File: config.mk
export PLATFORM = sky130hd
export DESIGN_NAME = edge_skew_meter_flat
export DESIGN_NICKNAME = d
export VERILOG_FILES = /design/src/rtl/edge_skew_meter_if.sv /design/src/rtl/edge_skew_meter.sv /design/src/flat_wrapper.sv
export SDC_FILE = /design/constraint.sdc
export NUM_CORES = 1
export LEC_CHECK = 0
export BUFFER_PORTS_ARGS = -buffer_cell sky130_fd_sc_hd__buf_2
export CORE_UTILIZATION = 50
export CTS_BUF_LIST = sky130_fd_sc_hd__clkbuf_2
export DETAILED_ROUTE_END_ITERATION = 6
export GPL_TIMING_DRIVEN = 1
export PLACE_DENSITY_LB_ADDON = 0.2
export SKIP_LAST_GASP = 1
export SLEW_MARGIN = 10
export SYNTH_ARGS = -nofsm -noshare
export SYNTH_HDL_FRONTEND = slang
export SYNTH_SLANG_ARGS = --single-unit
File: constraint.sdc
create_clock -name clk_x10 -period 6.1 [get_ports clk_x10]
set_input_delay 0.915 -clock clk_x10 [delete_from_list [all_inputs] [get_ports clk_x10]]
set_output_delay 0.915 -clock clk_x10 [all_outputs]
set_load 0.1 [all_outputs]
File: src/rtl/edge_skew_meter_if.sv
// Port bundle for edge_skew_meter: start/waveform inputs and per-channel delay results.
// Channel bit order on 3-bit vectors is [2]=R [1]=G [0]=B.
interface edge_skew_meter_if;
  logic       start;
  logic [2:0] ref_in;
  logic [2:0] rx_in;
  logic [3:0] rising_delay_r;
  logic [3:0] rising_delay_g;
  logic [3:0] rising_delay_b;
  logic [3:0] falling_delay_r;
  logic [3:0] falling_delay_g;
  logic [3:0] falling_delay_b;
  logic [2:0] meas_busy;
  logic [2:0] meas_done;
  logic [2:0] meas_err;

  modport master (
    output start, ref_in, rx_in,
    input  rising_delay_r, rising_delay_g, rising_delay_b,
    input  falling_delay_r, falling_delay_g, falling_delay_b,
    input  meas_busy, meas_done, meas_err
  );

  modport slave (
    input  start, ref_in, rx_in,
    output rising_delay_r, rising_delay_g, rising_delay_b,
    output falling_delay_r, falling_delay_g, falling_delay_b,
    output meas_busy, meas_done, meas_err
  );
endinterface

File: src/rtl/edge_skew_meter.sv
// Per-channel rise/fall edge skew meter: averages ref->rx edge delays in clk_x10 cycles.
// Optional RX_GLITCH_FILT_EN adds a 3-sample majority filter on rx (ref delayed to match).
//
// state   | meaning
// IDLE    | no measurement, trackers frozen
// MEASURE | trackers collecting rise/fall samples
// DONE    | averaged result latched on outputs
module edge_skew_meter #(
  parameter int LOG2_EDGES = 3,
  parameter int MAX_WAIT   = 15,
  parameter int DELAY_MAX  = 9
) (
  input logic               clk_x10,
  input logic               g_rst,
  edge_skew_meter_if.slave  bus
);

  localparam int N  = 1 << LOG2_EDGES;
  localparam int AW = 4 + LOG2_EDGES;
  localparam int CW = LOG2_EDGES + 1;

  typedef enum logic [1:0] {IDLE, MEASURE, DONE} state_t;

  logic [2:0] ref_q, ref_p, rx_q, rx_p;
  logic [2:0] ref_cur, rx_cur;

`ifdef RX_GLITCH_FILT_EN
  logic [2:0] ref_d, rx_s1, rx_s2;

  // Majority of three samples settles one cycle after a clean step, so ref gets one extra stage.
  assign rx_cur  = (rx_q & rx_s1) | (rx_q & rx_s2) | (rx_s1 & rx_s2);
  assign ref_cur = ref_d;

  always_ff @(posedge clk_x10 or posedge g_rst) begin
    if (g_rst) begin
      ref_q <= '0; ref_d <= '0; ref_p <= '0;
      rx_q  <= '0; rx_s1 <= '0; rx_s2 <= '0; rx_p <= '0;
    end else begin
      ref_q <= bus.ref_in;
      ref_d <= ref_q;
      ref_p <= ref_d;
      rx_q  <= bus.rx_in;
      rx_s1 <= rx_q;
      rx_s2 <= rx_s1;
      rx_p  <= rx_cur;
    end
  end
`else
  assign rx_cur  = rx_q;
  assign ref_cur = ref_q;

  always_ff @(posedge clk_x10 or posedge g_rst) begin
    if (g_rst) begin
      ref_q <= '0; ref_p <= '0;
      rx_q  <= '0; rx_p  <= '0;
    end else begin
      ref_q <= bus.ref_in;
      ref_p <= ref_q;
      rx_q  <= bus.rx_in;
      rx_p  <= rx_q;
    end
  end
`endif

  logic [2:0] ref_rise, ref_fall, rx_rise, rx_fall;
  assign ref_rise = ref_cur & ~ref_p;
  assign ref_fall = ~ref_cur & ref_p;
  assign rx_rise  = rx_cur & ~rx_p;
  assign rx_fall  = ~rx_cur & rx_p;

  function automatic logic [3:0] clamp_avg(input logic [AW-1:0] a);
    logic [AW-1:0] s;
    s = a >> LOG2_EDGES;
    if (s > AW'(DELAY_MAX)) return 4'(DELAY_MAX);
    return s[3:0];
  endfunction

  logic [2:0] busy_v, done_v, err_v;
  logic [3:0] rise_v [3];
  logic [3:0] fall_v [3];

  for (genvar ch = 0; ch < 3; ch++) begin : g_ch
    state_t        st, nx;
    logic [CW-1:0] cnt      [2];
    logic [AW-1:0] acc      [2];
    logic [3:0]    wait_cnt [2];
    logic [3:0]    res_q    [2];
    logic [1:0]    pend, tout, ref_e, rx_e;
    logic          err_q, active;

    // Index 0 is the rise tracker, index 1 the fall tracker.
    assign ref_e  = {ref_fall[ch], ref_rise[ch]};
    assign rx_e   = {rx_fall[ch], rx_rise[ch]};
    assign active = (st == MEASURE);

    always_comb begin
      tout = '0;
      for (int p = 0; p < 2; p++) begin
        if (active && cnt[p] != CW'(N) && !ref_e[p] && pend[p] && !rx_e[p] &&
            wait_cnt[p] == 4'(MAX_WAIT))
          tout[p] = 1'b1;
      end
    end

    always_ff @(posedge clk_x10 or posedge g_rst) begin
      if (g_rst) begin
        pend <= '0;
        for (int p = 0; p < 2; p++) begin
          cnt[p] <= '0; acc[p] <= '0; wait_cnt[p] <= '0;
        end
      end else if (bus.start) begin
        pend <= '0;
        for (int p = 0; p < 2; p++) begin
          cnt[p] <= '0; acc[p] <= '0; wait_cnt[p] <= '0;
        end
      end else if (active) begin
        for (int p = 0; p < 2; p++) begin
          if (cnt[p] != CW'(N)) begin
            if (ref_e[p]) begin
              if (rx_e[p]) begin
                cnt[p]  <= cnt[p] + CW'(1);
                pend[p] <= 1'b0;
              end else begin
                pend[p]     <= 1'b1;
                wait_cnt[p] <= 4'd1;
              end
            end else if (pend[p]) begin
              if (rx_e[p]) begin
                acc[p]  <= acc[p] + {{LOG2_EDGES{1'b0}}, wait_cnt[p]};
                cnt[p]  <= cnt[p] + CW'(1);
                pend[p] <= 1'b0;
              end else if (tout[p]) begin
                pend[p] <= 1'b0;
              end else begin
                wait_cnt[p] <= wait_cnt[p] + 4'd1;
              end
            end
          end
        end
      end
    end

    always_ff @(posedge clk_x10 or posedge g_rst) begin
      if (g_rst) st <= IDLE;
      else       st <= nx;
    end

    always_comb begin
      nx = st;
      if (bus.start)
        nx = MEASURE;
      else if (st == MEASURE && cnt[0] == CW'(N) && cnt[1] == CW'(N))
        nx = DONE;
    end

    always_ff @(posedge clk_x10 or posedge g_rst) begin
      if (g_rst) begin
        res_q[0] <= '0;
        res_q[1] <= '0;
      end else if (st == MEASURE && nx == DONE) begin
        res_q[0] <= clamp_avg(acc[0]);
        res_q[1] <= clamp_avg(acc[1]);
      end
    end

    always_ff @(posedge clk_x10 or posedge g_rst) begin
      if (g_rst)          err_q <= 1'b0;
      else if (bus.start) err_q <= 1'b0;
      else if (|tout)     err_q <= 1'b1;
    end

    assign busy_v[ch] = (st == MEASURE);
    assign done_v[ch] = (st == DONE);
    assign err_v[ch]  = err_q;
    assign rise_v[ch] = res_q[0];
    assign fall_v[ch] = res_q[1];
  end

  assign bus.meas_busy       = busy_v;
  assign bus.meas_done       = done_v;
  assign bus.meas_err        = err_v;
  assign bus.rising_delay_r  = rise_v[2];
  assign bus.rising_delay_g  = rise_v[1];
  assign bus.rising_delay_b  = rise_v[0];
  assign bus.falling_delay_r = fall_v[2];
  assign bus.falling_delay_g = fall_v[1];
  assign bus.falling_delay_b = fall_v[0];

endmodule

File: src/flat_wrapper.sv
// flat-port wrapper written by rule: the top's interface ports become plain ports
module edge_skew_meter_flat 
#(
  parameter int LOG2_EDGES = 3,
  parameter int MAX_WAIT   = 15,
  parameter int DELAY_MAX  = 9
)
  (clk_x10, g_rst, bus_start, bus_ref_in, bus_rx_in, bus_rising_delay_r, bus_rising_delay_g, bus_rising_delay_b, bus_falling_delay_r, bus_falling_delay_g, bus_falling_delay_b, bus_meas_busy, bus_meas_done, bus_meas_err);
  edge_skew_meter_if bus_i ();
  input logic clk_x10;
  input logic g_rst;
  input wire logic [$bits(bus_i.start)-1:0] bus_start;
  input wire logic [$bits(bus_i.ref_in)-1:0] bus_ref_in;
  input wire logic [$bits(bus_i.rx_in)-1:0] bus_rx_in;
  output wire logic [$bits(bus_i.rising_delay_r)-1:0] bus_rising_delay_r;
  output wire logic [$bits(bus_i.rising_delay_g)-1:0] bus_rising_delay_g;
  output wire logic [$bits(bus_i.rising_delay_b)-1:0] bus_rising_delay_b;
  output wire logic [$bits(bus_i.falling_delay_r)-1:0] bus_falling_delay_r;
  output wire logic [$bits(bus_i.falling_delay_g)-1:0] bus_falling_delay_g;
  output wire logic [$bits(bus_i.falling_delay_b)-1:0] bus_falling_delay_b;
  output wire logic [$bits(bus_i.meas_busy)-1:0] bus_meas_busy;
  output wire logic [$bits(bus_i.meas_done)-1:0] bus_meas_done;
  output wire logic [$bits(bus_i.meas_err)-1:0] bus_meas_err;
  assign bus_i.start = bus_start;
  assign bus_i.ref_in = bus_ref_in;
  assign bus_i.rx_in = bus_rx_in;
  assign bus_rising_delay_r = bus_i.rising_delay_r;
  assign bus_rising_delay_g = bus_i.rising_delay_g;
  assign bus_rising_delay_b = bus_i.rising_delay_b;
  assign bus_falling_delay_r = bus_i.falling_delay_r;
  assign bus_falling_delay_g = bus_i.falling_delay_g;
  assign bus_falling_delay_b = bus_i.falling_delay_b;
  assign bus_meas_busy = bus_i.meas_busy;
  assign bus_meas_done = bus_i.meas_done;
  assign bus_meas_err = bus_i.meas_err;
  edge_skew_meter #(.LOG2_EDGES(LOG2_EDGES), .MAX_WAIT(MAX_WAIT), .DELAY_MAX(DELAY_MAX)) u_core (.clk_x10(clk_x10), .g_rst(g_rst), .bus(bus_i));
endmodule
==> impl_metrics.yaml <==
yosys:
  ys_types: 56
  yosys.area.top_type: "dfrtp_1"
  avgSynthCellArea_um2: 10.1
  synth_area_um2: 7740
  synth_async_sr_flop_share: 1.00
  synth_edf_count: 0
  yosysTopAreaCellShare: 0.456
  synth-main-ff-cell: "dfrtp_1"
  netlist_instances: 765
  synth_commonest_cells: "dfrtp_1, nor2_1, a21oi_1, o21ai_0, ha_1"
  syn_nets: 822
  ys_warn_count: 0
  synth-seq-cells: 141
  yosysMostFrequentCell: "dfrtp_1"
  synthTopCellsByArea: "dfrtp_1, ha_1, nor2_1"
  ys_seq_area_frac: 0.456
setup_path:
  crit_chain: "nand2b_2, inv_1, buf_2"
  critPathSlowestCell: "dfrtp_1"
  r2r_slack_ps: 3780
  timing.rr.end: "u_core.g_ch[2].acc[13]$_DFFE_PP0P_"
  critPathKind: "reg -> out"
  cp.arrival_ps: 1970
  ff2ff_path_depth: 6
  reg2reg_from: "u_core.g_ch[2].cnt[4]$_DFFE_PP0P_"
  crit_required_ps: 5180
  path_max_fanout: 6
  cp_slowest_stage_delay_ps: 470
  setup.worst_path.start_class: "register"
  crit_path_end_kind: "output pin"
clock_tree:
  clk_pin_slew_ps: 220
  root_buffer: "clkbuf_2"
  cts_resized: 0
  clkLatencyLatePin_ps: 720
  cts_made_buffers: 17
  postCtsSetupBuffers: 0
  clockBufferDepth: 2
  cts.sinks: 141
  postCtsHoldBufs: 0
  cts_tree: "yes"
  htree_levels: 4
routing:
  vias_per_cell: 5.78
  postRouteWirelength_um: 15300
  drt-initial-drc-count: 359
  num_vias: 5783
  firstDrtPassIters: 7
  drt-wirelength-per-cell_um: 15.3
  route.detailed.drc: 0
  antenna_left: 0
timing:
  fmax_mhz: 346
  slew_headroom: 0.446
  setup_violations: 0
  rsz0062_at_grt: "false"
  holdWs_ps: 275
  skew_ps: 38.3
  drv_slew: 0
  tightest_slew_ps: 831
  setup-tns-final_ps: 0
  min_period_over_period: 0.473
  period_needed_ps: 2890
  hold_violations: 0
hold_path:
  worstHoldPathCells: 1
  min_to: "u_core.rx_cur[1]$_DFF_PP0_"
  worstHoldStart: "bus_rx_in[1]"
  min_path_type: "in -> reg"
finish:
  multi_input_area_um2: 3980
  area_growth_pct: 7.48
  fill_cells: 1317
  register_area_um2: 3530
  drive_gt1_frac: 0.140
  nets: 856
floorplan:
  dieHeight_um: 126
  core_um2: 15100
  fp.dieArea_um2: 16000
  initial_utilization: 0.511
  io_pins: 42
  die_w_um: 126
  num_rows: 45
placed_design:
  place.gp.congestion: 0.808
  place_hpwl_um: 10700
  port_buffers: 41
grt:
  antenna_found_initial: 1
  grtUsageTotal: 0.207
  grt_pass1_wl_um: 26700
  grt_overflow_total: 0
  grt_pass1_vias: 5851
  grt_max_degree: 77
run_status:
  status: "finished, final reports clean"
job:
  cap_violations: 0
pwr:
  p_leak_nw: 3.99
  max-vdd-ir-drop_uv: 112
  power.density_nw_per_um2: 199
-- per-layer routing --
| metal | vias up | routed length [um] | GRT usage |
|---|---|---|---|
| met5 | - | 0 | 0 |
| met2 | 88 | 7580 | 0.348 |
| li1 | 2858 | - | - |
| met4 | 0 | 227 | 0.0723 |
| met3 | 18 | 504 | 0.0456 |
| met1 | 2819 | 6980 | 0.263 |
-- cell families (layout without fill, tap and decap cells) --
family,count (synthesis),in the layout,synth area share
flip-flops,141,141,0.456
buffers and inverters,56,103,0.0304
XOR/XNOR,18,18,0.0204
AND/OR/NAND/NOR,275,275,0.201
adder cells (fa/ha/maj),48,48,0.0834
other,0,1,0
multiplexers,47,47,0.0645
AO/OA/AOI/OAI,180,180,0.145
-- report_power, final --
| group | internal (W) | switching, W | leakage (nW) |
|---|---|---|---|
| combinational | 0.0000370 | 0.0000860 | 1.93 |
| clock | 0.000226 | 0.000337 | 0.145 |
| sequential | 0.000951 | 0.0000191 | 1.91 |
-- placed cells by master (no fill, tap or decap), types with 8 or more instances in the layout --
cell type / instances
dfrtp_1: 141
nor2_1: 77
a21oi_1: 53
o21ai_0: 47
ha_1: 42
buf_2: 40
nand2_1: 29
nor2b_1: 28
nand3_1: 28
inv_1: 27
mux2i_1: 24
mux2_2: 23
clkbuf_2: 19
or3_1: 18
o31ai_1: 17
nand2b_1: 14
nor3_1: 13
xor2_1: 12
o211ai_1: 9
nand4_1: 9
nor3b_1: 8
a21o_1: 8
-- worst max-delay path: cells and delay by family, from the launching register on --
| family | cells | cell delay, ps |
|---|---|---|
| flip-flops | 1 | 470 |
| buffers and inverters | 2 | 560 |
| AND/OR/NAND/NOR | 1 | 250 |
-- state kept, by name (all words and copies together) (netlist names) --
name                        flops
u_core.ref_p                    3
u_core.rx_cur                   3
u_core.ref_cur                  3
u_core.bus.falling_delay_r      4
u_core.bus.falling_delay_g      4
u_core.bus.rising_delay_b       4
u_core.g_ch.acc                42
u_core.bus.rising_delay_g       4
u_core.g_ch.err_q               3
u_core.g_ch.wait_cnt           24
u_core.rx_p                     3
u_core.g_ch.cnt                24
u_core.g_ch.st                  6
u_core.bus.rising_delay_r       4
u_core.bus.falling_delay_b      4
u_core.g_ch.pend                6
-- stage by stage --
| stage | total power [W] | instances | setup WS (ps) | area [um2] | utilization |
|---|---|---|---|---|---|
| finish | 0.00166 | 1001 | 3210 | 8320 | 0.549 |
| floorplan | 0.00108 | 765 | 1400 | 7740 | - |
| global placement | 0.00110 | 968 | 3240 | 8070 | 0.533 |
| CTS | 0.00168 | 1000 | 3150 | 8320 | 0.549 |
| global route | 0.00173 | 1001 | 3080 | 8320 | 0.549 |
| detailed placement | 0.00111 | 968 | 3130 | 8070 | 0.533 |
-- how the worst max path moves through the flow --
stage,start,to,slack [ps],depth (start not counted)
after CTS,u_core.g_ch[1].st[1]$_DFF_PP0_,bus_meas_busy[1],3150,3
after floorplan,g_rst,u_core.bus.falling_delay_b[0]$_DFFE_PP0P_,1400,1
after global placement,bus_start,u_core.bus.falling_delay_g[3]$_DFFE_PP0P_,3240,4
after detailed placement,bus_start,u_core.bus.rising_delay_g[3]$_DFFE_PP0P_,3130,4
after global routing,u_core.g_ch[1].st[1]$_DFF_PP0_,bus_meas_busy[1],3080,3
final,u_core.g_ch[1].st[1]$_DFF_PP0_,bus_meas_busy[1],3210,3
-- layout make-up --
class	instances	area share
clock inverters	13	0.0179
flip-flops and latches	141	0.424
inverters	28	0.0132
well taps	188	0.0283
diodes	1	0.000301
multi-input cells	568	0.478
clock buffers	19	0.0114
repair buffers	43	0.0268
(Power assumes the default switching activity.)
